$ cat src/rtl/btn_evt_pkg.sv
// Shared event codes, channel FSM encoding and sizing helpers for the button event controller.
package btn_evt_pkg;

  localparam logic [1:0] EVT_PRESS   = 2'd0;
  localparam logic [1:0] EVT_RELEASE = 2'd1;
  localparam logic [1:0] EVT_LONG    = 2'd2;
  localparam logic [1:0] EVT_REPEAT  = 2'd3;
  localparam int unsigned N_EVT      = 4;

  typedef enum logic [1:0] {
    ST_IDLE = 2'd0,
    ST_DOWN = 2'd1,
    ST_HELD = 2'd2
  } btn_state_e;

  function automatic int unsigned tick_cycles(input int unsigned clk_hz, input int unsigned tick_ms);
    int unsigned cyc;
    cyc = (clk_hz / 1000) * tick_ms;
    return (cyc < 1) ? 1 : cyc;
  endfunction

  // Width able to hold 0..max(a,b)-1, never narrower than one bit.
  function automatic int unsigned cnt_width(input int unsigned a, input int unsigned b);
    int unsigned m;
    m = (a > b) ? a : b;
    return (m < 2) ? 1 : $clog2(m);
  endfunction

endpackage

$ cat src/rtl/btn_event_ctrl_chan.sv
// One button channel: synchroniser, tick sampling, debounced level, press/hold FSM and pending flags.
module btn_evt_chan
  import btn_evt_pkg::*;
#(
  parameter int unsigned LONG_TICKS   = 50,
  parameter int unsigned REPEAT_TICKS = 10
) (
  input  logic       clk,
  input  logic       rst,
  input  logic       i_btn_n,
  input  logic       i_tick,
  input  logic [3:0] i_grant,
  output logic       o_level,
  output logic [3:0] o_pend,
  output logic       o_coll
);

  localparam int unsigned     HW       = cnt_width(LONG_TICKS, REPEAT_TICKS);
  localparam logic [HW-1:0]   LONG_END = HW'(LONG_TICKS - 1);
  localparam logic [HW-1:0]   REP_END  = HW'(REPEAT_TICKS - 1);

  logic [1:0]    r_sync;
  logic          r_s1;
  logic          r_s2;
  logic          r_level;
  btn_state_e    r_state;
  logic [HW-1:0] r_hcnt;
  logic [3:0]    r_pend;
  logic          r_coll;
  logic [3:0]    w_raise;

  // Event conditions decoded from the current FSM state.
  always_comb begin
    w_raise = '0;
    case (r_state)
      ST_IDLE: if (r_level) w_raise[EVT_PRESS] = 1'b1;
      ST_DOWN: begin
        if (!r_level)                          w_raise[EVT_RELEASE] = 1'b1;
        else if (i_tick && r_hcnt == LONG_END) w_raise[EVT_LONG]    = 1'b1;
      end
      ST_HELD: begin
        if (!r_level)                         w_raise[EVT_RELEASE] = 1'b1;
        else if (i_tick && r_hcnt == REP_END) w_raise[EVT_REPEAT]  = 1'b1;
      end
      default: w_raise = '0;
    endcase
  end

  always_ff @(posedge clk) begin
    if (rst) begin
      r_sync  <= '0;
      r_s1    <= 1'b0;
      r_s2    <= 1'b0;
      r_level <= 1'b0;
      r_state <= ST_IDLE;
      r_hcnt  <= '0;
      r_pend  <= '0;
      r_coll  <= 1'b0;
    end else begin
      r_sync <= {r_sync[0], ~i_btn_n};
      if (i_tick) begin
        r_s1 <= r_sync[1];
        r_s2 <= r_s1;
        if (r_s1 == r_s2 && r_s1 != r_level) r_level <= r_s1;
      end
      case (r_state)
        ST_IDLE: begin
          if (r_level) begin
            r_state <= ST_DOWN;
            r_hcnt  <= '0;
          end
        end
        ST_DOWN: begin
          if (!r_level) begin
            r_state <= ST_IDLE;
          end else if (i_tick) begin
            if (r_hcnt == LONG_END) begin
              r_state <= ST_HELD;
              r_hcnt  <= '0;
            end else begin
              r_hcnt <= r_hcnt + HW'(1);
            end
          end
        end
        ST_HELD: begin
          if (!r_level) begin
            r_state <= ST_IDLE;
          end else if (i_tick) begin
            if (r_hcnt == REP_END) r_hcnt <= '0;
            else                   r_hcnt <= r_hcnt + HW'(1);
          end
        end
        default: r_state <= ST_IDLE;
      endcase
      // A re-raised flag that is not leaving this cycle means one event is lost.
      r_coll <= |(w_raise & r_pend & ~i_grant);
      r_pend <= (r_pend & ~i_grant) | w_raise;
    end
  end

  assign o_level = r_level;
  assign o_pend  = r_pend;
  assign o_coll  = r_coll;

endmodule

$ cat src/rtl/btn_event_ctrl.sv
// N-button event controller: shared sample tick, per-channel classifiers, fixed-priority
// arbiter and a single valid/ready output slot with a sticky overflow flag.
module btn_event_ctrl
  import btn_evt_pkg::*;
#(
  parameter int unsigned N_BTN        = 4,
  parameter int unsigned CLK_HZ       = 12_000_000,
  parameter int unsigned TICK_MS      = 20,
  parameter int unsigned LONG_TICKS   = 50,
  parameter int unsigned REPEAT_TICKS = 10,
  localparam int unsigned IDW         = (N_BTN < 2) ? 1 : $clog2(N_BTN)
) (
  input  logic             clk,
  input  logic             rst,
  input  logic [N_BTN-1:0] btn_in,
  output logic [N_BTN-1:0] btn_level,
  output logic             evt_valid,
  input  logic             evt_ready,
  output logic [IDW-1:0]   evt_id,
  output logic [1:0]       evt_code,
  output logic             evt_ovf
);

  localparam int unsigned   TICK_CYC = tick_cycles(CLK_HZ, TICK_MS);
  localparam int unsigned   TW       = (TICK_CYC < 2) ? 1 : $clog2(TICK_CYC);
  localparam logic [TW-1:0] TICK_END = TW'(TICK_CYC - 1);
  localparam int unsigned   NP       = N_BTN * N_EVT;
  localparam int unsigned   IW       = $clog2(NP);

  logic [TW-1:0]    r_tcnt;
  logic             w_tick;
  logic [NP-1:0]    w_pend;
  logic [NP-1:0]    w_grant;
  logic [N_BTN-1:0] w_coll;
  logic             w_load;
  logic             w_hit;
  logic [IW-1:0]    w_idx;
  logic             r_valid;
  logic [IDW-1:0]   r_id;
  logic [1:0]       r_code;
  logic             r_ovf;

  // Shared sample timer.
  always_ff @(posedge clk) begin
    if (rst)         r_tcnt <= '0;
    else if (w_tick) r_tcnt <= '0;
    else             r_tcnt <= r_tcnt + TW'(1);
  end

  assign w_tick = (r_tcnt == TICK_END);

  for (genvar g = 0; g < N_BTN; g++) begin : g_chan
    btn_evt_chan #(
      .LONG_TICKS  (LONG_TICKS),
      .REPEAT_TICKS(REPEAT_TICKS)
    ) u_chan (
      .clk    (clk),
      .rst    (rst),
      .i_btn_n(btn_in[g]),
      .i_tick (w_tick),
      .i_grant(w_grant[g*N_EVT +: N_EVT]),
      .o_level(btn_level[g]),
      .o_pend (w_pend[g*N_EVT +: N_EVT]),
      .o_coll (w_coll[g])
    );
  end

  // Flat index is id*4+code, so the lowest set bit is the highest-priority event.
  assign w_load = !r_valid || evt_ready;

  always_comb begin
    w_hit   = 1'b0;
    w_idx   = '0;
    w_grant = '0;
    for (int i = int'(NP) - 1; i >= 0; i--) begin
      if (w_pend[i]) begin
        w_hit = 1'b1;
        w_idx = IW'(i);
      end
    end
    if (w_load && w_hit) w_grant[w_idx] = 1'b1;
  end

  always_ff @(posedge clk) begin
    if (rst) begin
      r_valid <= 1'b0;
      r_id    <= '0;
      r_code  <= '0;
      r_ovf   <= 1'b0;
    end else begin
      if (w_load) begin
        r_valid <= w_hit;
        if (w_hit) begin
          r_id   <= IDW'(w_idx >> 2);
          r_code <= w_idx[1:0];
        end
      end
      if (|w_coll) r_ovf <= 1'b1;
    end
  end

  assign evt_valid = r_valid;
  assign evt_id    = r_id;
  assign evt_code  = r_code;
  assign evt_ovf   = r_ovf;

endmodule

$ cat config.mk
export PLATFORM = sky130hd
export DESIGN_NAME = btn_event_ctrl
export DESIGN_NICKNAME = d
export VERILOG_FILES = /design/src/rtl/btn_evt_pkg.sv /design/src/rtl/btn_event_ctrl_chan.sv /design/src/rtl/btn_event_ctrl.sv
export SDC_FILE = /design/constraint.sdc
export NUM_CORES = 1
export LEC_CHECK = 0
export ABC_AREA = 1
export BUFFER_PORTS_ARGS = -buffer_cell sky130_fd_sc_hd__buf_2
export CAP_MARGIN = 20
export CORE_ASPECT_RATIO = 1.2
export CORE_MARGIN = 2
export CORE_UTILIZATION = 35
export DETAILED_ROUTE_END_ITERATION = 8
export GPL_ROUTABILITY_DRIVEN = 0
export PLACE_DENSITY_LB_ADDON = 0.25
export SYNTH_ARGS = -nofsm -noshare
export SYNTH_HDL_FRONTEND = slang
export SYNTH_SLANG_ARGS = --single-unit
$ cat constraint.sdc
create_clock -name clk -period 2.69 [get_ports clk]
set_clock_uncertainty 0.1 [all_clocks]
set_input_delay 0.538 -clock clk [delete_from_list [all_inputs] [get_ports clk]]
set_output_delay 0.538 -clock clk [all_outputs]
set_load 0.005 [all_outputs]
==> summary by stage, run 1 <==
Setup path
The beginning of the worst register-to-register path is r_tcnt[0]. For the worst flop-to-flop path, the logic depth is 9. The termination of the worst setup path is r_tcnt[9].

The maximum cell stage delay along the critical path is 0.55 ns. The worst setup path is captured at a register. The critical path is of the reg -> reg type. The setup check on the worst reg-to-reg path leaves a slack of 0.33 ns.

Together, buffers and inverters on the worst path number 1. The sort of element at the start of the critical path is a register. The worst register-to-register path ends at r_tcnt[9]. The highest net fanout along the worst path is 15. The cell count along the critical path is 9.

For the worst setup path, the data required time is 2.81 ns. In this run the worst setup path begins at r_tcnt[0]. Data on the critical path arrives at its endpoint at 2.49 ns. The family of cells with the greatest summed delay on the critical path is simple AND/OR/NAND/NOR gates.

The signal on the critical path passes through ha_1 > nand2_2 > nor2_4 > nand4_1 > nor3_2 > nand3_2 > nand2_1 > buf_4 > a21oi_1. The cell with the largest stage delay on the worst path is nand2_1.

Yosys
After synthesis the cells add up to 5030 µm². The number of flip-flops and latches in the synthesized netlist is 96. The count of yosys warnings during synthesis is 0. In the synthesized netlist, the cells that appear most often are 130 x nand2_1, 118 x inv_1, 96 x dfxtp_1.

The share of the synthesized area in the top cell type is 0.382. The post-synthesis cell count is 719. The share of synthesized area occupied by flip-flops and latches is 0.382.

Sorting the synthesized cells by area gives the leading types as dfxtp_1 38%, nand2_1 9.7%, inv_1 8.8%. The post-synthesis cell type with the largest combined area is dfxtp_1. After synthesis, the netlist uses 40 different library cells. The async set-reset flop share out of synthesis is 0. The number of nets in the synthesized netlist is 751. The post-synthesis area per instance is 7.00 µm². The number of synthesized flops with an enable pin is 0. Among all cell types in the netlist, the one instantiated most often is nand2_1. The prevailing post-synth register cell is dfxtp_1.

STA
The number of max-slew violations in the final report came to 0. The highest attainable clock frequency is roughly 0.42 GHz. The slew at the pin with the worst max-slew slack is roughly 0.55 ns.

The least setup slack across all paths after layout is 0.327 ns. Headroom to the max-slew limit came out at 0.635. Setup repair after global routing left no endpoint under its margin. The post-route setup TNS is 0 ns.

The final critical-path required period is about 2.4 ns. In the finished design, the share of the clock period the worst path needs comes to 0.879. Setup violations remaining at the end of the flow were counted as 0. The worst hold margin is ~0.24 ns. The count of endpoints failing hold in the final timing report is 0.

Clock tree
CTS placed an instance of clkbuf_16 at the clock tree root. Clock tree synthesis inserted a total of 9 buffers. The post-cts hold buffer count is 0.

The tree built by TritonCTS fans out to between 90 and 100 sinks. The clock reaches the later pin of the worst-skew pair after around 0.34 ns. Clock-pin slew was measured on the worst setup and hold paths at 0.07 ns. The buffer count from post-CTS setup fixing is 0.

The count of H-tree levels built during CTS is 3. TritonCTS built the clock tree. The clock passes through at most 2 buffers.

Die
For this configuration, the core starts out at a cell density of 0.353. The overall die area is around 15,000 µm². In this run the standard cell core region covers 14,200 µm².

The floorplan step set the die height to 135 µm. The top-level port count is 17. After floorplanning, the core was divided into 48 placement rows. The die is 113 µm wide.

Global route
The first global-routing pass estimated 18,700 µm of wire. Across every metal layer, demand over resource in global routing totals 0.149. The via count of the first global-routing pass is 4,056.

The initial antenna violation count is 0. The pin count of the biggest net entering global routing is 50. Global routing finished with a remaining overflow of 0.

Pwr
Across the VDD grid, the largest voltage drop is between 0.2 and 0.3 mV. The power density normalized to cell area is 797 nW/µm². The completed layout was analyzed and its total power is 4.49 mW.

For this design the static power due to leakage is ~2.3 nW.

Detailed routing
The detailed-route wire length per cell is between 10 and 15 µm. The post-detailed-route via-to-cell ratio is 4.79. The iteration-0 DRC count of the detailed router is about 270. In this run the remaining antenna-violating nets after routing total 0. The number of design rule violations left after detail routing is 0. Wires add up to 11,000 µm. For this block, the via count after detailed routing is 4,379. The first detailed-routing pass ran for 4 iterations.

Layout
The net count of the finished layout is 766. Compared with the post-synthesis result, the final layout area differs by 12.0%. The final cell count without fillers is approximately 910. The antenna diode instance count is 0.

Once layout is complete, the utilization of the core stands at 0.396. Once layout is done, the placed cells without fillers occupy 5640 µm². In the final layout, the share of cells above drive strength 1 is 0.0907.

The count of fill cells added during filler insertion is 1,492.

Placement
Port buffering added 16 buffers. The detailed placer's ending HPWL is 8010 µm. The cell area reported after detailed placement is 5280 µm².

The number of cells in the design after placement is 898. The worst-case setup slack after placement is 0.191 ns.

Flow run
Max-cap violations in this run came to 0.

Run status
The run finished with clean final reports.

Hold path
The worst min-delay path startpoint is btn_in[0]. The min-delay analysis places its worst path in the category in -> reg.
==> how the worst min path moves through the flow <==
| stage | end | cells after the start |
|---|---|---|
| 4_1_cts | g_chan[0].u_chan.r_sync[0] | 2 |
| 5_1_grt | g_chan[0].u_chan.r_sync[0] | 2 |
| 3_3_place_gp | g_chan[1].u_chan.r_sync[1] | 2 |
| 2_1_floorplan | g_chan[0].u_chan.r_sync[1] | 2 |
| 6_report | g_chan[0].u_chan.r_sync[0] | 2 |
| 3_5_place_dp | g_chan[1].u_chan.r_sync[1] | 2 |
==> cells by family after synthesis <==
group,synth area share
AND/OR/NAND/NOR,0.289
buffers and inverters,0.111
AO/OA/AOI/OAI,0.150
XOR/XNOR,0.00522
flip-flops,0.382
adder cells (fa/ha/maj),0.0622
==> where the power goes <==
group | total (mW) | internal, mW | switching [mW]
logic | 1.31 | 0.442 | 0.868
clock network | 1.51 | 0.958 | 0.548
registers | 1.67 | 1.57 | 0.102
total | 4.49 | 2.97 | 1.52
==> per-layer routing <==
layer / global-route usage / share of wire / wire, µm / vias up
li1: - / - / - / 2369
met1: 0.184 / 0.48 / 5290 / 1948
met2: 0.262 / 0.47 / 5200 / 50
met3: 0.0242 / 0.024 / 263 / 12
met4: 0.0542 / 0.020 / 225 / 0
met5: 0 / 0 / 0 / -
==> registers in the layout, summed over array words and instances (netlist names) <==
register,count
g_chan.u_chan.r_hcnt,24
evt_code,2
evt_ovf,1
g_chan.u_chan.o_pend,16
g_chan.u_chan.r_state,8
g_chan.u_chan.r_s2,4
g_chan.u_chan.o_level,4
r_tcnt,18
g_chan.u_chan.r_s1,4
evt_valid,1
evt_id,2
g_chan.u_chan.r_sync,8
g_chan.u_chan.o_coll,4
==> cells in the final DEF, fill, tap and decap left out, drive strengths merged <==
cell type,n
or2,2
and2,1
inv,122
o31ai,2
o21ai,45
nand4,27
a211oi,5
clkbuf,11
o221a,1
a31oi,1
o211ai,1
nor4,7
nand3,31
nand2,135
dfxtp,96
or4,1
xor2,3
o22ai,5
buf,22
clkinvlp,2
o21a,4
nor3,22
clkinv,1
nor3b,6
o21bai,1
bufinv,3
a21oi,66
a221oi,3
nor2,87
a2bb2oi,1
ha,25
==> area by class of cell <==
type                            count  area (µm²)  area share
Inverter                          123         465      0.0826
Clock buffer                       11         253      0.0448
Multi-Input combinational cell    482        2550       0.452
Sequential cell                    96        1920       0.341
Clock inverter                      5         103      0.0182
Timing Repair Buffer               22         125      0.0222
Tap cell                          175         219      0.0389
==> timing repair <==
| action | CTS | global route |
|---|---|---|
| endpoints found under the setup margin | 0 | 4 |
| resized for setup | 0 | 1 |
| hold endpoints to repair | 0 | 0 |
Power figures use the tool's default switching activity.
==> run 2, diff against run 1 <==
Settings changed: ABC_AREA 1 to unset, CAP_MARGIN 20 to unset, CTS_CLUSTER_SIZE set to 28.
==> summary by stage, run 2 <==
Run status
The flow ran to the end, and the final reports show no timing, DRC or antenna violations.

STA
The post-route setup TNS came to 0 ns (unchanged). The number of setup violations in the final report was 0 (unchanged). The final worst-path cycle share is 0.904 (+0.0255).

The worst slew margin relative to its limit is 0.269 (-0.365). The slew at the pin with the worst max-slew slack was 1.09 ns (+0.545 ns). The highest attainable clock frequency is 0.411 GHz (-2.8%). The number of max-slew violations in the final report was 0 (unchanged). The least setup slack across all paths after layout is 0.258 ns (-0.0687 ns). The count of endpoints failing hold in the final timing report is 0 (unchanged).

Setup repair after global routing left no endpoint under its margin. The final critical-path required period came to 2.43 ns (+0.0687 ns).

Setup path
The minimum setup slack among reg-to-reg paths is 0.26 ns (-0.07 ns). The critical path is of the reg -> reg type. The worst setup path is captured at a register.

The worst setup path is launched from a register. The endpoint required time on the critical path is 2.86 ns (+0.05 ns). The highest net fanout along the worst path was 7 (-8).

The data arrival time of the worst path came to 2.60 ns (+0.11 ns).

Detailed routing
The number of search-and-repair iterations in the first detailed-routing pass is 4 (unchanged). The detailed-route wire length per cell is 13.8 µm (+15%). The iteration-0 DRC count of the detailed router is 222 (-17%).

The post-detailed-route count of antenna-violating nets is 0 (unchanged). The routed wire length is 11,400 µm (+3.7%). The post-detailed-route via-to-cell ratio was 5.35 (+12%). The number of design rule violations left after detail routing was 0 (unchanged). The count of vias placed by the detailed router came to 4,411 (+0.73%).

Yosys
The count of yosys warnings during synthesis is 0 (unchanged). The share of the synthesized area in compound gates (AO/OA/AOI/OAI) is 0.197 (+0.0464). After synthesis, the largest family of logic cells by area is simple AND/OR/NAND/NOR gates. The share of synthesized cell area in full adder, half adder and majority cells is 0.0608 (-0.00133). The number of synthesized flops with an enable pin is 0 (unchanged). The number of flip-flops and latches in the synthesized netlist came to 96 (unchanged). The post-synthesis cell type with the largest combined area is dfxtp_1. The async set-reset flop share out of synthesis is 0 (unchanged). The distinct cell type count of the synthesized netlist is 76 (+90%). For this run, the leading register cell type out of synthesis is dfxtp_1. The multiplexer share of the synthesized area is 0.00584 (+0.00584). The share of the synthesized area in the top cell type is 0.374 (-0.00818). The post-synthesis cell count is 636 (-12%). The share of synthesized area occupied by flip-flops and latches is 0.374 (-0.00818). The parity-gate share of the synthesized area counting xor and xnor cells came to 0.0273 (+0.0220). The post-synthesis net count came to 668 (-11%). The post-synthesis area per instance is 8.08 µm² (+16%). The fraction of the mapped netlist area in simple logic gates is 0.278 (-0.0111).

The total standard cell area after synthesis is 5140 µm² (+2.2%). By area the synthesized netlist is led by dfxtp_1 37%, a21oi_1 6.5%, ha_1 6.1%. Sorting the synthesized cells by how often they occur yields 96 x dfxtp_1, 80 x nor2_1, 67 x a21oi_1. The cell with the most instances after synthesis is dfxtp_1.

Die
The initial core utilization is 0.358 (+0.00471). The floorplan die height is 137 µm (+1.1%). The floorplan die width is 115 µm (+1.1%). The number of standard-cell rows in the floorplan is 48 (unchanged). The overall die area is 15,700 µm² (+2.1%).

The top-level port count is 17 (unchanged). The area inside the core boundary was 14,400 µm² (+0.84%).

Pwr
The reported leakage power is 1.96 nW (-14%). The maximum VDD drop is 0.376 mV (+30%). The power density normalized to cell area came to 533 nW/µm² (-33%).

Placement
The number of input and output port buffers inserted is 16 (unchanged). The detailed placer's ending HPWL was 8340 µm (+4.1%). The worst-case setup slack after placement is 0.202 ns (+0.0107 ns).

Layout
The antenna diode instance count is 0 (unchanged). The most common library cell in the layout ignoring fill and taps is dfxtp_1. In the layout the commonest cells are 96 x dfxtp_1, 80 x nor2_1, 67 x a21oi_1. The fraction of final layout cells sized beyond drive strength 1 came to 0.100 (+0.00949). Compared with the post-synthesis result, the final layout area differs by 9.73%.

The net count of the finished layout is 678 (-11%). The register with the highest flop count is g_chan.u_chan.r_hcnt. The flip-flop count of the largest register after layout is 24 (unchanged).

Global route
The pin count of the biggest net entering global routing is 27 (-46%). The total overflow reported by the global router is 0 (unchanged). The first-pass GRT wire length came to 19,600 µm (+4.7%). The initial antenna violation count is 0 (unchanged). The global routing met1 resource utilization came to 0.194 (+0.0101). The via count of the first global-routing pass is 4,274 (+5.4%). The met2 track demand over resource came to 0.264 (+0.00150). The global routing usage on met3 is 0.0244 (+0.000197). The layer carrying the most global-route usage is met2.

The total track usage was 0.155 (+0.00522).

Clock tree
The clock sink count is 96 (unchanged). The maximum number of buffers from clock root to sink was 2 (unchanged). The count of H-tree levels built during CTS came to 3 (unchanged).

The buffer count from post-CTS setup fixing came to 0 (unchanged). The tree is rooted in a clkbuf_16. The CTS buffer count is 9 (unchanged).

The clock transition at the register clock pins on the worst setup and hold paths after CTS is 0.06 ns (about the same). The worst-skew pair later-pin latency is 0.34 ns (about the same). TritonCTS built the clock tree.

Flow run
The max capacitance violation total is 0 (unchanged).

Hold path
The type of the tightest min-delay check is in -> reg.
[run 2: cell count changes after synthesis, sizes merged, moves of 7 or more]
cell    change
nand3      -12
clkbuf     +12
inv        -92
o21ai      -11
nand2b     +10
nand2      -77
xnor2       +7
o31ai       +8
nor2b      +15
or3        +13
and3       +14
nand4      -18
[run 2: critical path: stages, from the launching register on]
cell	delay, ns
dfxtp_1	0.37
ha_1	0.22
and4_1	0.27
and3_1	0.43
a41oi_2	0.18
or3_1	0.41
or3_1	0.32
o21ai_1	0.07
[run 2: final timing paths]
kind | from | cells past startpoint | end
worst max-delay path | r_tcnt[0] | 7 | g_chan[1].u_chan.r_hcnt[4]
worst min-delay path | btn_in[3] | 2 | g_chan[3].u_chan.r_sync[0]
worst min register to register | g_chan[1].u_chan.r_sync[0] | 1 | g_chan[1].u_chan.r_sync[1]
worst max register to register | r_tcnt[0] | 7 | g_chan[1].u_chan.r_hcnt[4]
[run 2: per-layer routing]
metal / part of all wire / wire [µm]
met1: 0.48 / 5430
met2: 0.49 / 5560
met3: 0.020 / 223
met4: 0.016 / 178
met5: 0 / 0
[run 2: through the flow]
step	power (mW)	instance area (µm²)	utilization	instances	hold slack (ns)
after global routing	3.16	5640	0.393	824	0.231
after global placement	1.87	5370	0.374	810	0.319
final	3.01	5640	0.393	824	0.243
after floorplan	1.78	5140	-	636	0.314
after CTS	3.04	5630	0.392	824	0.230
after detailed placement	1.88	5370	0.374	810	0.328
[run 2: area by class of cell]
cell class / count / area, µm²
Clock buffer: 9 / 225
Clock inverter: 5 / 36.3
Fill cell: 1445 / 8710
Inverter: 31 / 116
Multi-Input combinational cell: 478 / 2940
Sequential cell: 96 / 1920
Tap cell: 175 / 219
Timing Repair Buffer: 30 / 185
[run 2: logic make-up after synthesis]
family,after synthesis
AND/OR/NAND/NOR,274
AO/OA/AOI/OAI,160
flip-flops,96
buffers and inverters,62
adder cells (fa/ha/maj),25
XOR/XNOR,16
multiplexers,3
[run 2: timing repair]
item / in CTS / in global routing
hold endpoints to repair: 0 / 0
resized for setup: 0 / 2
hold buffers: 0 / 0
setup endpoints to repair: 0 / 7
[run 2: power breakdown]
| part | internal (mW) | switching, mW | total (mW) |
|---|---|---|---|
| clock | 0.616 | 0.532 | 1.15 |
| combinational | 0.132 | 0.224 | 0.357 |
| sequential | 1.46 | 0.0397 | 1.50 |
